## src/rtl/arm_pkg.sv

```systemverilog
// Shared types and constants for the ARM fetch stage: state encoding, IF/ID payload, defaults.
package arm_pkg;

  localparam int unsigned INSTR_W = 32;
  localparam int unsigned ADDR_W  = 32;

  localparam logic [INSTR_W-1:0] NOP_INSTR = 32'h0000_0000;
  localparam logic [ADDR_W-1:0]  RESET_PC  = 32'h0000_0000;

  typedef enum logic [1:0] {
    IDLE = 2'd0,
    WAIT = 2'd1,
    HOLD = 2'd2,
    KILL = 2'd3
  } fetch_state_t;

  // Word travelling into IF/ID: fetch address + 4 and the instruction itself
  typedef struct packed {
    logic [ADDR_W-1:0]  pc;
    logic [INSTR_W-1:0] instr;
  } id_payload_t;

  function automatic logic [ADDR_W-1:0] pc_next(input logic [ADDR_W-1:0] pc);
    return pc + ADDR_W'(4);
  endfunction

endpackage

```

## src/rtl/fetch_stage_if.sv

```systemverilog
// Instruction-memory request/response bus; fetch stage is master, memory is slave.
interface fetch_stage_if;
  import arm_pkg::*;

  logic               imem_req;
  logic [ADDR_W-1:0]  imem_addr;
  logic               imem_rvalid;
  logic [INSTR_W-1:0] imem_rdata;

  modport master (
    output imem_req,
    output imem_addr,
    input  imem_rvalid,
    input  imem_rdata
  );

  modport slave (
    input  imem_req,
    input  imem_addr,
    output imem_rvalid,
    output imem_rdata
  );

endinterface

```

## src/rtl/if_id_reg.sv

```systemverilog
// IF/ID pipeline register: flush dominates freeze; a free cycle without load inserts a bubble.
module if_id_reg
  import arm_pkg::*;
#(
  parameter logic [INSTR_W-1:0] NOP = NOP_INSTR
) (
  input  logic               clk,
  input  logic               rst,
  input  logic               flush,
  input  logic               freeze,
  input  logic               load,
  input  id_payload_t        load_data,
  output logic [ADDR_W-1:0]  pc_id,
  output logic [INSTR_W-1:0] instr_id,
  output logic               valid_id
);

  logic [ADDR_W-1:0]  pc_q,    pc_d;
  logic [INSTR_W-1:0] instr_q, instr_d;
  logic               valid_q, valid_d;

  always_comb begin
    pc_d    = pc_q;
    instr_d = instr_q;
    valid_d = valid_q;
    if (flush) begin
      valid_d = 1'b0;
      instr_d = NOP;
    end else if (!freeze) begin
      if (load) begin
        pc_d    = load_data.pc;
        instr_d = load_data.instr;
        valid_d = 1'b1;
      end else begin
        valid_d = 1'b0;
        instr_d = NOP;
      end
    end
  end

  always_ff @(posedge clk or negedge rst) begin
    if (!rst) begin
      pc_q    <= '0;
      instr_q <= NOP;
      valid_q <= 1'b0;
    end else begin
      pc_q    <= pc_d;
      instr_q <= instr_d;
      valid_q <= valid_d;
    end
  end

  assign pc_id    = pc_q;
  assign instr_id = instr_q;
  assign valid_id = valid_q;

endmodule

```

## src/rtl/fetch_stage.sv

```systemverilog
// ARM IF stage with IF/ID register, single-outstanding imem requests, hazard freeze and branch redirect.
// Define FETCH_PERF_EN to add saturating fetch/stall/kill counters.
module fetch_stage #(
  parameter logic [31:0] RESET_PC  = arm_pkg::RESET_PC,
  parameter logic [31:0] NOP_INSTR = arm_pkg::NOP_INSTR
) (
  input  logic                       clk,
  input  logic                       rst,
  input  logic                       hazard,
  input  logic                       branch_taken_EXE,
  input  logic [arm_pkg::ADDR_W-1:0] branch_addr_EXE,
  fetch_stage_if.master              imem,
  output logic [arm_pkg::ADDR_W-1:0] PC_ID,
  output logic [arm_pkg::INSTR_W-1:0] instr_ID,
  output logic                       valid_ID
`ifdef FETCH_PERF_EN
  ,
  output logic [31:0]                fetch_cnt,
  output logic [31:0]                stall_cnt,
  output logic [31:0]                kill_cnt
`endif
);
  import arm_pkg::*;

  fetch_state_t      state_q, state_d;
  logic [ADDR_W-1:0] pc_q,    pc_d;
  logic              req_q,   req_d;
  logic [ADDR_W-1:0] addr_q,  addr_d;
  id_payload_t       hold_q,  hold_d;

  logic              load;
  id_payload_t       load_data;
  logic [ADDR_W-1:0] pc_inc;

  assign pc_inc = pc_next(pc_q);

  // Next-state: the hold buffer is full exactly when the FSM sits in HOLD
  always_comb begin
    state_d   = state_q;
    pc_d      = pc_q;
    req_d     = req_q;
    addr_d    = addr_q;
    hold_d    = hold_q;
    load      = 1'b0;
    load_data = hold_q;

    unique case (state_q)
      IDLE: begin
        state_d = WAIT;
        req_d   = 1'b1;
        addr_d  = pc_q;
      end
      WAIT: begin
        if (imem.imem_rvalid) begin
          pc_d = pc_inc;
          if (hazard) begin
            hold_d  = '{pc: pc_inc, instr: imem.imem_rdata};
            req_d   = 1'b0;
            state_d = HOLD;
          end else begin
            load      = 1'b1;
            load_data = '{pc: pc_inc, instr: imem.imem_rdata};
            req_d     = 1'b1;
            addr_d    = pc_inc;
          end
        end
      end
      HOLD: begin
        if (!hazard) begin
          load    = 1'b1;
          req_d   = 1'b1;
          addr_d  = pc_q;
          state_d = WAIT;
        end
      end
      KILL: begin
        if (imem.imem_rvalid) begin
          req_d   = 1'b1;
          addr_d  = pc_q;
          state_d = WAIT;
        end
      end
      default: begin
        state_d = IDLE;
        req_d   = 1'b0;
      end
    endcase

    // Redirect overrides everything above, including a pending freeze
    if (branch_taken_EXE) begin
      load = 1'b0;
      pc_d = branch_addr_EXE;
      if ((state_q == WAIT || state_q == KILL) && !imem.imem_rvalid) begin
        req_d   = 1'b0;
        addr_d  = addr_q;
        state_d = KILL;
      end else begin
        req_d   = 1'b1;
        addr_d  = branch_addr_EXE;
        state_d = WAIT;
      end
    end
  end

  always_ff @(posedge clk or negedge rst) begin
    if (!rst) begin
      state_q <= IDLE;
      pc_q    <= RESET_PC;
      req_q   <= 1'b0;
      addr_q  <= RESET_PC;
      hold_q  <= '{pc: '0, instr: NOP_INSTR};
    end else begin
      state_q <= state_d;
      pc_q    <= pc_d;
      req_q   <= req_d;
      addr_q  <= addr_d;
      hold_q  <= hold_d;
    end
  end

  assign imem.imem_req  = req_q;
  assign imem.imem_addr = addr_q;

  if_id_reg #(
    .NOP (NOP_INSTR)
  ) u_if_id (
    .clk       (clk),
    .rst       (rst),
    .flush     (branch_taken_EXE),
    .freeze    (hazard),
    .load      (load),
    .load_data (load_data),
    .pc_id     (PC_ID),
    .instr_id  (instr_ID),
    .valid_id  (valid_ID)
  );

`ifdef FETCH_PERF_EN
  logic        discard;
  logic [31:0] fetch_cnt_q, fetch_cnt_d;
  logic [31:0] stall_cnt_q, stall_cnt_d;
  logic [31:0] kill_cnt_q,  kill_cnt_d;

  assign discard = imem.imem_rvalid &&
                   (state_q == KILL || (state_q == WAIT && branch_taken_EXE));

  always_comb begin
    fetch_cnt_d = fetch_cnt_q;
    stall_cnt_d = stall_cnt_q;
    kill_cnt_d  = kill_cnt_q;
    if (load && fetch_cnt_q != '1)                 fetch_cnt_d = fetch_cnt_q + 32'd1;
    if (hazard && valid_ID && stall_cnt_q != '1)   stall_cnt_d = stall_cnt_q + 32'd1;
    if (discard && kill_cnt_q != '1)               kill_cnt_d  = kill_cnt_q + 32'd1;
  end

  always_ff @(posedge clk or negedge rst) begin
    if (!rst) begin
      fetch_cnt_q <= '0;
      stall_cnt_q <= '0;
      kill_cnt_q  <= '0;
    end else begin
      fetch_cnt_q <= fetch_cnt_d;
      stall_cnt_q <= stall_cnt_d;
      kill_cnt_q  <= kill_cnt_d;
    end
  end

  assign fetch_cnt = fetch_cnt_q;
  assign stall_cnt = stall_cnt_q;
  assign kill_cnt  = kill_cnt_q;
`endif

endmodule

```

## src/flat_wrapper.sv

```systemverilog
// flat-port wrapper written by rule: the top's interface ports become plain ports
module fetch_stage_flat import arm_pkg::*;
#(
  parameter logic [31:0] RESET_PC  = arm_pkg::RESET_PC,
  parameter logic [31:0] NOP_INSTR = arm_pkg::NOP_INSTR
)
  (clk, rst, hazard, branch_taken_EXE, branch_addr_EXE, PC_ID, instr_ID, valid_ID, imem_imem_req, imem_imem_addr, imem_imem_rvalid, imem_imem_rdata);
  fetch_stage_if imem_i ();
  input  logic clk;
  input  logic rst;
  input  logic hazard;
  input  logic branch_taken_EXE;
  input  logic [arm_pkg::ADDR_W-1:0] branch_addr_EXE;
  output logic [arm_pkg::ADDR_W-1:0] PC_ID;
  output logic [arm_pkg::INSTR_W-1:0] instr_ID;
  output logic valid_ID;
  output wire logic [$bits(imem_i.imem_req)-1:0] imem_imem_req;
  output wire logic [$bits(imem_i.imem_addr)-1:0] imem_imem_addr;
  input wire logic [$bits(imem_i.imem_rvalid)-1:0] imem_imem_rvalid;
  input wire logic [$bits(imem_i.imem_rdata)-1:0] imem_imem_rdata;
  assign imem_imem_req = imem_i.imem_req;
  assign imem_imem_addr = imem_i.imem_addr;
  assign imem_i.imem_rvalid = imem_imem_rvalid;
  assign imem_i.imem_rdata = imem_imem_rdata;
  fetch_stage #(.RESET_PC(RESET_PC), .NOP_INSTR(NOP_INSTR)) u_core (.clk(clk), .rst(rst), .hazard(hazard), .branch_taken_EXE(branch_taken_EXE), .branch_addr_EXE(branch_addr_EXE), .imem(imem_i), .PC_ID(PC_ID), .instr_ID(instr_ID), .valid_ID(valid_ID));
endmodule
```

## config.mk

```make
export PLATFORM = sky130hd
export DESIGN_NAME = fetch_stage_flat
export DESIGN_NICKNAME = d
export VERILOG_FILES = /design/src/rtl/arm_pkg.sv /design/src/rtl/fetch_stage_if.sv /design/src/rtl/if_id_reg.sv /design/src/rtl/fetch_stage.sv /design/src/flat_wrapper.sv
export SDC_FILE = /design/constraint.sdc
export NUM_CORES = 1
export LEC_CHECK = 0
export CAP_MARGIN = 20
export CORE_MARGIN = 2
export CORE_UTILIZATION = 33
export DETAILED_ROUTE_END_ITERATION = 10
export GPL_TIMING_DRIVEN = 0
export SETUP_SLACK_MARGIN = 0.4
export SLEW_MARGIN = 20
export SYNTH_ARGS = -nofsm -noshare
export SYNTH_HDL_FRONTEND = slang
export SYNTH_SLANG_ARGS = --single-unit
export TNS_END_PERCENT = 30
```

## constraint.sdc

```tcl
create_clock -name clk -period 2.36 [get_ports clk]
set_input_delay 0.59 -clock clk [delete_from_list [all_inputs] [get_ports clk]]
set_output_delay 0.59 -clock clk [all_outputs]
set_load 0.02 [all_outputs]
```

Yosys cells after proc, flatten, opt, wreduce, memory -nomap -nowiden --
Cells that the tools add are included.
Cells by class: muxes and demuxes 35, $add $sub $neg 1, reductions and logical operators 12, equal/unequal tests 10, bitwise operators 2
Operators by type and width (number):
- $mux W32 | 12
- $mux W64 | 2
- $pmux W32 S4 | 1
- $add A32 B3 Y32 const B | 1
- $ne A3 B3 Y1 const B | 5
- $mux W2 | 6
- $mux W1 | 11
- $reduce_and A3 Y1 | 3
- $pmux W2 S4 | 1
- $reduce_and A5 Y1 | 1
- $eq A2 B2 Y1 const B | 2
- $pmux W1 S4 | 1
- $reduce_and A4 Y1 | 1
- $reduce_bool A2 Y1 | 2
- $eq A2 B1 Y1 const B | 1
- $logic_not A2 Y1 | 1
- $ne A2 B1 Y1 const B | 1
- $ne A2 B2 Y1 const B | 1
- $not A1 Y1 | 2
- $pmux W1 S2 | 1
- $reduce_and A2 Y1 | 1
- $logic_and A1 B1 Y1 | 1
- $logic_not A1 Y1 | 1
- $logic_or A1 B1 Y1 | 1
Word-level totals: logic and storage cells 69, register bits 196

Longest topological paths before layout --
Gate-level depths: netlist of run 1.
depth after elaboration 7, mapped depth 9, depth with buffers taken out 7

By module --
From an unflattened synthesis of run 1, not the netlist that was laid out.
Second synthesis, totals: cell total of the unflattened synthesis 1004, area, all modules 10110.9 sq um
By module, submodules not included:
- fetch_stage | instances 1, area an instance 7465.9 sq um, cells an instance 790
- if_id_reg | instances 1, area an instance 2645.0 sq um, cells an instance 214

Worst setup path after synthesis of run 1 --
No wires, ideal clock.
kind register -> register, start register u_core.state_q[1], end register u_core.hold_q[10] (netlist name), data required time 2235 ps, period minus slack after synthesis 2131 ps, library setup time 125 ps, stages on the path, launching flop included 9, path buffers 3, path slack 229 ps, arrival 2006 ps, cells stage by stage dfrtp_1 > inv_1 > ha_1 > and2_1 > clkbuf_1 > nand2_1 > clkbuf_1 > clkbuf_1 > mux2_2
Between the ends: cells in the longest elaborated chain, start to end 2
RTL lines:
- start, declared | line fetch_stage.sv:25 | fetch_state_t state_q, state_d;
- start signal, assigned | line fetch_stage.sv:113 | state_q <= state_d;
- $eq A2 B1 Y1 | line fetch_stage.sv:47 | unique case (state_q)
- $reduce_and A3 Y1 (no source line)
- end signal, assigned | line fetch_stage.sv:111 | hold_q <= '{pc: '0, instr: NOP_INSTR};
- end signal, assigned | line fetch_stage.sv:117 | hold_q <= hold_d;
- end, declared | line fetch_stage.sv:29 | id_payload_t hold_q, hold_d;
Every way passes these cells. A chain may end at the register's enable or synchronous reset.

Worst setup path in the final report of run 1 --
start register u_core.pc_q[17], end register u_core.addr_q[25], in the netlist u_core.imem.imem_addr[25]
Between the ends: cells in the longest elaborated chain, start to end 5
RTL lines:
- start, declared | line fetch_stage.sv:26 | logic [ADDR_W-1:0] pc_q, pc_d;
- start signal, assigned | line fetch_stage.sv:114 | pc_q <= pc_d;
- $add A32 B3 Y32 | line arm_pkg.sv:24 | return pc + ADDR_W'(4);
- $mux W32 | line fetch_stage.sv:56 | if (hazard) begin
- $mux W32 | line fetch_stage.sv:54 | if (imem.imem_rvalid) begin
- $pmux W32 S4 | line fetch_stage.sv:47
- $mux W32 | line fetch_stage.sv:90 | if (branch_taken_EXE) begin
- end signal, assigned | line fetch_stage.sv:116 | addr_q <= addr_d;
- end, declared | line fetch_stage.sv:28 | logic [ADDR_W-1:0] addr_q, addr_d;
Every way passes these cells. The select of a mux whose other input is x is not followed.

==> impl_metrics.toml, run 1 <==
[run_status]
outcome = "finished clean"

[logic_synthesis]
async_flop_share_pct = 100.0
synth_common_cells = "196 x dfrtp_1, 141 x nand2_1, 118 x o21ai_0, 56 x clkbuf_1, 53 x mux2_2"
ys_seq_area_share_pct = 50.52
synth_top_area_share_pct = 50.52
synth.distinct_cells = 59
syn-num-nets = 1050
synth-simple-area-share_pct = 15.19
synth_top_family_by_area = "simple AND/OR/NAND/NOR gates"
synth_cells = 977
ys_ff_latch = 196
ys.flop_type = "dfrtp_1"
synth_fa_ha_area_share_pct = 0.5155
synth_xor_xnor_area_share_pct = 5.683
syn-cell-area_sq_um = 9709
synth_edf_count = 0
yosys.area.top_type = "dfrtp_1"
syn_avg_cell_area_sq_um = 9.938
synthMuxAreaShare_pct = 10.27
synth.most_common_cell = "dfrtp_1"
synth.yosys.warnings = 0
synth_compound_area_share_pct = 13.54
synth_area_leaders = "dfrtp_1 51%, mux2_2 6.1%, o21ai_0 6.1%"

[global_routing]
grt_pass1_wl_um = 50000
grt_pass1_vias = 8583
grt_max_degree = 94
grt-ovfl-total = 0
grt_antenna_before_repair = 0
grt_usage_pct = 21.10

[final_layout]
fin_nets = 1321
syn_to_final_growth_pct = 46.83
drive_gt1_share_pct = 26.65
fillers = 2670
antennaDiodeCount = 0
final_area_sq_um = 14260

[worst_setup_path]
endpoint_kind = "flip-flop"
r2r_start = "u_core.pc_q[17]"
worstPathMaxFanout = 4
start_kind = "flip-flop"
critPathKind = "reg2reg"
reg2reg_to = "u_core.imem.imem_addr[25]"
r2r_cells = 8
cp.required_ns = 2.67
worstPathArrival_ns = 2.43
r2r_slack_ns = 0.23

[sta]
setup_slack_ns = 0.2328
rsz0062_at_grt = "true"
min_period_ns = 2.127
fin_tns_setup_ns = 0
final-max-slew-violation-count = 0
skew_ns = 0.01805
max_freq_ghz = 0.4701
hold_violations = 0
fin_crit_sh_pct = 90.14
slew_headroom_pct = 60.50
setup_viol = 0
hold_slack_ns = 0.4718
tightest_slew_ns = 0.5883

[route]
drcViolationCount = 0
wire_per_inst_um = 20.00
num_vias = 8657
ant_nets = 0
first_pass_iters = 5
wl_um = 32910
vias_per_cell = 5.263
drtIter0Drc = 853

[placed_design]
gp_congestion = 0.9539
postPlaceCellArea_sq_um = 11950
hpwl_um = 22390
io_buffers = 166
place_ws_ns = -1.343

[power_and_ir_drop]
powerDensity_nw_per_um2 = 1068
total_leakage_power_uw = 0.006121
ir_drop_mv = 0.5358
totalPowerFinal_uw = 15230

[cts]
cts-root-buf = "clkbuf_16"
path_clk_slew_ns = 0.08
htree_levels = 4
clkLatencyLatePin_ns = 0.44
cts.sinks = 196
cts_tree = "yes"
clk_path_buf_depth = 2
numCtsBuffers = 17

[die]
die_h_um = 175.5
placeableCoreArea_sq_um = 28860
io-pin-count = 167
die_area_sq_um = 30810
die_w_um = 175.5
start_util_pct = 33.65
rows = 62

[min_path]
worstHoldStart = "u_core.u_if_id.pc_id[6]"
hp-class = "reg2reg"
whs_endpoint = "u_core.u_if_id.pc_id[6]"
hold_path_depth = 2

[run]
cap_violations = 0
## metrics by stage
stage / utilization (%) / cells
finish: 49.40 / 1645
global placement: 41.19 / 1527
floorplan: - / 977
global route: 49.40 / 1645
CTS: 47.44 / 1616
detailed placement: 41.39 / 1529
## how the worst max path moves through the flow
stage / start / to / slack (ns) / cells past startpoint
CTS: u_core.pc_q[15] / u_core.u_if_id.pc_id[25] / 0.27 / 9
floorplan: u_core.pc_q[3] / u_core.imem.imem_addr[30] / 0.32 / 6
global placement: rst / u_core.imem.imem_addr[26] / -7.92 / 1
finish: u_core.pc_q[17] / u_core.imem.imem_addr[25] / 0.23 / 8
detailed placement: branch_taken_EXE / u_core.pc_q[25] / -1.34 / 6
global route: u_core.pc_q[17] / u_core.u_if_id.pc_id[29] / 0.17 / 9
## metal layers
metal  routed length (um)  share of wire [%]  up-vias  global-route usage [%]
li1                     -                  -     3974                       -
met1                14770                 45     4232                   29.27
met2                14640                 44      381                   31.91
met3                 2114                6.4       70                   3.831
met4                 1380                4.2        0                   10.06
met5                    0                  0        -                       0
## worst max-delay path: stages (launching register included)
cell and delay, ns:
dfrtp_1 0.35, buf_6 0.10, buf_6 0.09, nand4_1 0.09, or4_4 0.60, buf_12 0.16, o31a_1 0.33, o21ai_2 0.17
a41oi_2 0.12
## registers in the layout (all words and copies together), names as in the netlist
| name | cells |
|---|---|
| u_core.u_if_id.instr_id | 32 |
| u_core.u_if_id.pc_id | 32 |
| u_core.state_q | 2 |
| u_core.pc_q | 32 |
| u_core.hold_q | 64 |
| u_core.u_if_id.valid_id | 1 |
| u_core.imem.imem_addr | 32 |
| u_core.imem.imem_req | 1 |
## logic make-up (layout without fill, tap and decap cells)
group,count (synthesis),after routing
and+or+nand+nor,307,307
adders and majority gates,4,4
buffers and inverters,93,377
muxes,93,93
DFF,196,196
AOI/OAI and AO/OA,221,221
xor gates and xnor gates,63,63
## cell type report
class	count	area (sq um)	area share (%)
Multi-Input combinational cell	688	4931	34.59
Timing Repair Buffer	252	2466	17.30
Tap cell	384	480.5	3.370
Clock buffer	20	446.7	3.133
Buffer	85	823.3	5.775
Sequential cell	196	4910	34.44
Inverter	8	33.78	0.2370
Clock inverter	12	165.2	1.158
## repair_timing
action | in CTS | in global routing
setup endpoints to repair | 294 | 283
resized for setup | 199 | 106
pin swaps | 32 | 29
hold buffers | 1 | 0
hold endpoints to repair | 15 | 0
gates cloned | 2 | 1
buffers inserted | 52 | 28
## report_power, final
| group | leakage, uW | switching, uW | total, uW | internal, uW |
|---|---|---|---|---|
| Combinational | 0.00341 | 3630 | 6830 | 3190 |
| Clock | 0.000294 | 1360 | 3080 | 1720 |
| Sequential | 0.00241 | 717 | 5320 | 4610 |
| Total | 0.00612 | 5710 | 15200 | 9520 |
## placed cells by master, fill, tap and decap left out, drive strengths merged, types with 4 or more instances in the layout
master,n
o31a,6
nand3b,6
a41oi,6
nor2,51
and2,4
ha,4
clkbuf,64
mux2i,40
a21oi,30
a21o,8
inv,11
xnor2,43
xor2,20
o31ai,8
o21a,4
buf,127
nand3,23
or4,6
o211ai,7
and3,9
nor3,20
a31oi,8
dlymetal6s2s,12
nand2,141
clkdlybuf4s50,150
nor2b,5
nand4,16
mux2,53
o21ai,120
dfrtp,196
nor4,16
a211oi,4
o22ai,4
Note: power is estimated with default switching activity, not from simulation.
==> run 2: changes to the inputs <==
--- a/config.mk
+++ b/config.mk
@@ -6,10 +6,13 @@
 export NUM_CORES = 1
 export LEC_CHECK = 0
 export CAP_MARGIN = 20
+export CELL_PAD_IN_SITES_DETAIL_PLACEMENT = 1
+export CELL_PAD_IN_SITES_GLOBAL_PLACEMENT = 1
 export CORE_MARGIN = 2
 export CORE_UTILIZATION = 33
 export DETAILED_ROUTE_END_ITERATION = 10
 export GPL_TIMING_DRIVEN = 0
+export PLACE_DENSITY_LB_ADDON = 0.1
 export SETUP_SLACK_MARGIN = 0.4
 export SLEW_MARGIN = 20
 export SYNTH_ARGS = -nofsm -noshare
==> impl_metrics.toml, run 2 (same netlist as run 1, synthesis figures left out) <==
[global_routing]
grt_pass1_vias = 8801
grt-ovfl-total = 0
grt_antenna_before_repair = 0
grt_max_degree = 56
grt_pass1_wl_um = 53400
grt_usage_pct = 22.70

[sta]
setup_slack_ns = 0.1830
rsz0062_at_grt = "true"
hold_violations = 0
final-max-slew-violation-count = 0
fin_crit_sh_pct = 92.24
setup_viol = 0
slew_headroom_pct = 60.63
hold_slack_ns = 0.01450
min_period_ns = 2.177
max_freq_ghz = 0.4594
skew_ns = 0.02069
tightest_slew_ns = 0.5905

[placed_design]
gp_congestion = 0.8651
placed_cells = 1530
place_ws_ns = -1.376
hpwl_um = 23940
io_buffers = 166

[cts]
path_clk_slew_ns = 0.08
htree_levels = 4
hold_buffers = 0
clk_path_buf_depth = 2
clkLatencyLatePin_ns = 0.45
numCtsBuffers = 17
cts-root-buf = "clkbuf_16"
cts_tree = "yes"
cts.sinks = 196

[final_layout]
regMostFlops = "u_core.hold_q"
drive_gt1_share_pct = 27.95
largest_reg_flops = 64
syn_to_final_growth_pct = 47.65
antennaDiodeCount = 0
instances_no_fill = 1654
final_common_cell = "dfrtp_1"
layout_common_cells = "193 x dfrtp_1, 161 x clkdlybuf4s50_1, 135 x nand2_1, 101 x o21ai_0, 86 x buf_4"
fin_nets = 1330
fillers = 3170
finalCoreUtilization_pct = 49.68

[route]
ant_nets = 0
num_vias = 8627
wire_per_inst_um = 21.50
vias_per_cell = 5.216
drtIter0Drc = 638
drcViolationCount = 0
wl_um = 35560
first_pass_iters = 5

[run_status]
outcome = "finished clean"

[worst_setup_path]
cp-startpoint = "u_core.pc_q[11]"
start_kind = "flip-flop"
endpoint_kind = "flip-flop"
cp.required_ns = 2.73
worstPathMaxFanout = 9
critPathKind = "reg2reg"
worstPathArrival_ns = 2.55
r2r_start = "u_core.pc_q[11]"

[power_and_ir_drop]
powerDensity_nw_per_um2 = 1071
totalPowerFinal_uw = 15350
total_leakage_power_uw = 0.006065
ir_drop_mv = 0.4985

[die]
io-pin-count = 167
die_h_um = 175.5
start_util_pct = 33.65
die_w_um = 175.5
placeableCoreArea_sq_um = 28860
die_area_sq_um = 30810
rows = 62

[run]
cap_violations = 0

[min_path]
hp-class = "in2async"
run 2: cell types whose count changed in the layout (fill, tap and decap cells not counted), sizes merged:
cell           delta
buf               +8
clkdlybuf4s50    +11
dlygate4sd3       -1
dlygate4sd2       -1
dlymetal6s2s     -11
clkinvlp          -2
clkinv            +4
inv               +4
bufinv            -3
run 2: path summary, 6_finish.rpt:
path                                       endpoint  slack [ns]  depth (start not counted)
max                        u_core.u_if_id.pc_id[30]        0.18                          8
min                               u_core.hold_q[10]        0.01                          1
max reg2reg                u_core.u_if_id.pc_id[30]        0.18                          8
min reg2reg                 u_core.u_if_id.pc_id[5]        0.47                          2
max in group asynchronous            u_core.pc_q[3]        1.40                          3
min in group clk            u_core.u_if_id.pc_id[5]        0.47                          2
run 2: worst max-delay path, stage by stage (launching register included):
cell and delay (ns):
dfrtp_1 0.36, buf_6 0.12, buf_6 0.13, nand4_1 0.14, or4_4 0.63, buf_6 0.15
nor4_4 0.34, nor2_4 0.09, o22ai_2 0.14
run 2: area by class of cell:
class,count,area (sq um),area share (%)
Clock inverter,15,178.9,1.248
Inverter,8,30.03,0.2095
Sequential cell,196,4908,34.24
Multi-Input combinational cell,688,4959,34.59
Clock buffer,17,425.4,2.967
Buffer,85,803.3,5.603
Tap cell,384,480.5,3.351
Timing Repair Buffer,261,2551,17.80
run 2: timing repair:
item,CTS,global route
endpoints found under the setup margin,294,268
gates resized for setup,206,96
pin swaps,35,45
setup buffers,52,37
gates cloned,1,2
run 2: power by group:
group	leakage, uW	total (uW)	internal, uW	switching, uW
clock network	0.000292	3020	1450	1570
registers	0.00241	5310	4600	706
logic	0.00336	7030	3300	3730
total	0.00607	15400	9350	6000
run 2: metal layers:
layer	global-route usage, %	wire [um]
met1	31.77	16360
met2	36.42	16930
met3	3.701	1505
met4	6.508	774
met5	0	0
run 2: stage by stage:
stage,instance area (sq um),setup TNS [ns]
after floorplan,9743,0
after global placement,11890,-1799.36
after detailed placement,11970,-161.16
after CTS,13710,0
after global routing,14340,0
final,14340,0
==> RTL edit (settings of run 2) <==
The package constant `INSTR_W` goes from 32 to 64.
--- a/src/rtl/arm_pkg.sv
+++ b/src/rtl/arm_pkg.sv
@@ -2,5 +2,5 @@
 package arm_pkg;
 
-  localparam int unsigned INSTR_W = 32;
+  localparam int unsigned INSTR_W = 64;
   localparam int unsigned ADDR_W  = 32;
 
Interface: changed (resized imem_imem_rdata and instr_ID); port bits go from 167 to 231. No check against the original RTL was run, so the function may have changed too.
==> RTL edit against run 2 <==
  * Cell area up 24%
  * Worst setup slack better by 59 ps
  * Synthesized cell count up 22%
  * Largest cell class is now registers
  * Routed wire length up 24%
  * Maximum frequency up 2.8%
  * Area after synthesis up 27%
  * Sequential cell count up 64
  * Non-clock buffer count up 28
  * Global-route usage about the same
  * Power up 27%
==> RTL edit: results (changes against run 2) <==
Critical path
  • Flop2flop setup slack: 260 ps (+80 ps)
  • Worst R2R Path Depth: 7 (-1)
  • Crit path arrival time: 1530 ps (-1020 ps)
  • Critical Path Source: u_core.imem.imem_addr[26]
  • Crit Reg-Reg Endpoint: u_core.imem.imem_addr[13]

Place
  • RD Place Congestion: 0.945 (+9.2%)
  • DP Area: 15400 sq um (+28%)
  • Placed Cells: 1895 (+24%)
  • Pre-CTS setup slack: -1130 ps (+249 ps)

Final layout
  • Fillcell total: 3988 (+26%)
  • Max reg flops: 96 (+50%)
  • Fraction of layout cells with a size suffix above 1: 21.9% (-6.1 points)
  • Logic inverters: 10 (+2)
  • Nonclk buf count: 374 (+8.1%)
  • Final net count: 1612 (+21%)
  • Fraction of area in registers: 36.7% (+2.5 points)
  • Multi-input gate area: 5710 sq um (+15%)
  • Buffering overhead: 21.4% (-2.0 points)

Global route
  • First-pass GRT wire length: 68100 um (+27%)
  • Met1 Use GR: 31.1% (-0.66 points)
  • M3 GR Usage: 3.14% (-0.56 points)
  • Initial antenna violation count: 1 (+1)
  • Vias in the first global route: 11100 (+26%)

Clock network
  • Num CTS Buffers: 30 (+13)
  • Clock slew seen by the registers of the worst setup and hold paths: 60 ps (-20 ps)
  • # Post-CTS Setup Buffers: 29 (-44%)
  • Clock H-tree levels: 1 (-3)
  • Hold_buf cts: 1 (+1)

Yosys
  • Compound-Gate Fraction of Synth Area: 11.6% (-1.9 points)
  • Post-Syn Nets: 1299 (+24%)
  • Xor and xnor area share after synthesis: 4.25% (-1.4 points)
  • Cell count after synthesis: 1194 (+22%)

Power and ir drop
  • Peak supply drop: 0.581 mV (+17%)

Drt
  • Final WL: 44200 um (+24%)
  • Starting DRT DRC Count: 492 (-23%)

Status
  • Status: completed

STA
  • Fin crit share: 89.8% (-2.5 points)
==> RTL edit: cell count changes after synthesis, sizes merged, moves of 6 or more <==
| cell | before | now |
|---|---|---|
| a21oi | 30 | 40 |
| nor3 | 20 | 30 |
| o21ai | 120 | 150 |
| buf | 29 | 42 |
| mux2i | 40 | 67 |
| mux2 | 53 | 82 |
| nand2 | 141 | 162 |
| dfrtp | 196 | 260 |
| nor2 | 51 | 65 |
| xnor2 | 43 | 37 |
| a221oi | 0 | 7 |
==> RTL edit: routing by layer <==
metal  up-vias  wire length, um
li1       4828                -
met1      5165            20200
met2       245            21000
met3        77             2040
met4         0             1020
met5         -                0
==> RTL edit: report_power, final <==
part | leakage (nW) | internal, mW | switching, mW
sequential | 3.22 | 6.04 | 0.904
combinational | 4.94 | 3.46 | 4.08
clock | 0.541 | 3.08 | 1.96
==> RTL edit: cells by family after synthesis <==
family | Yosys count
flops | 260
fa+ha+maj | 4
simple gates | 367
xor+xnor | 60
compound gates | 251
buf+inv | 103
mux | 149
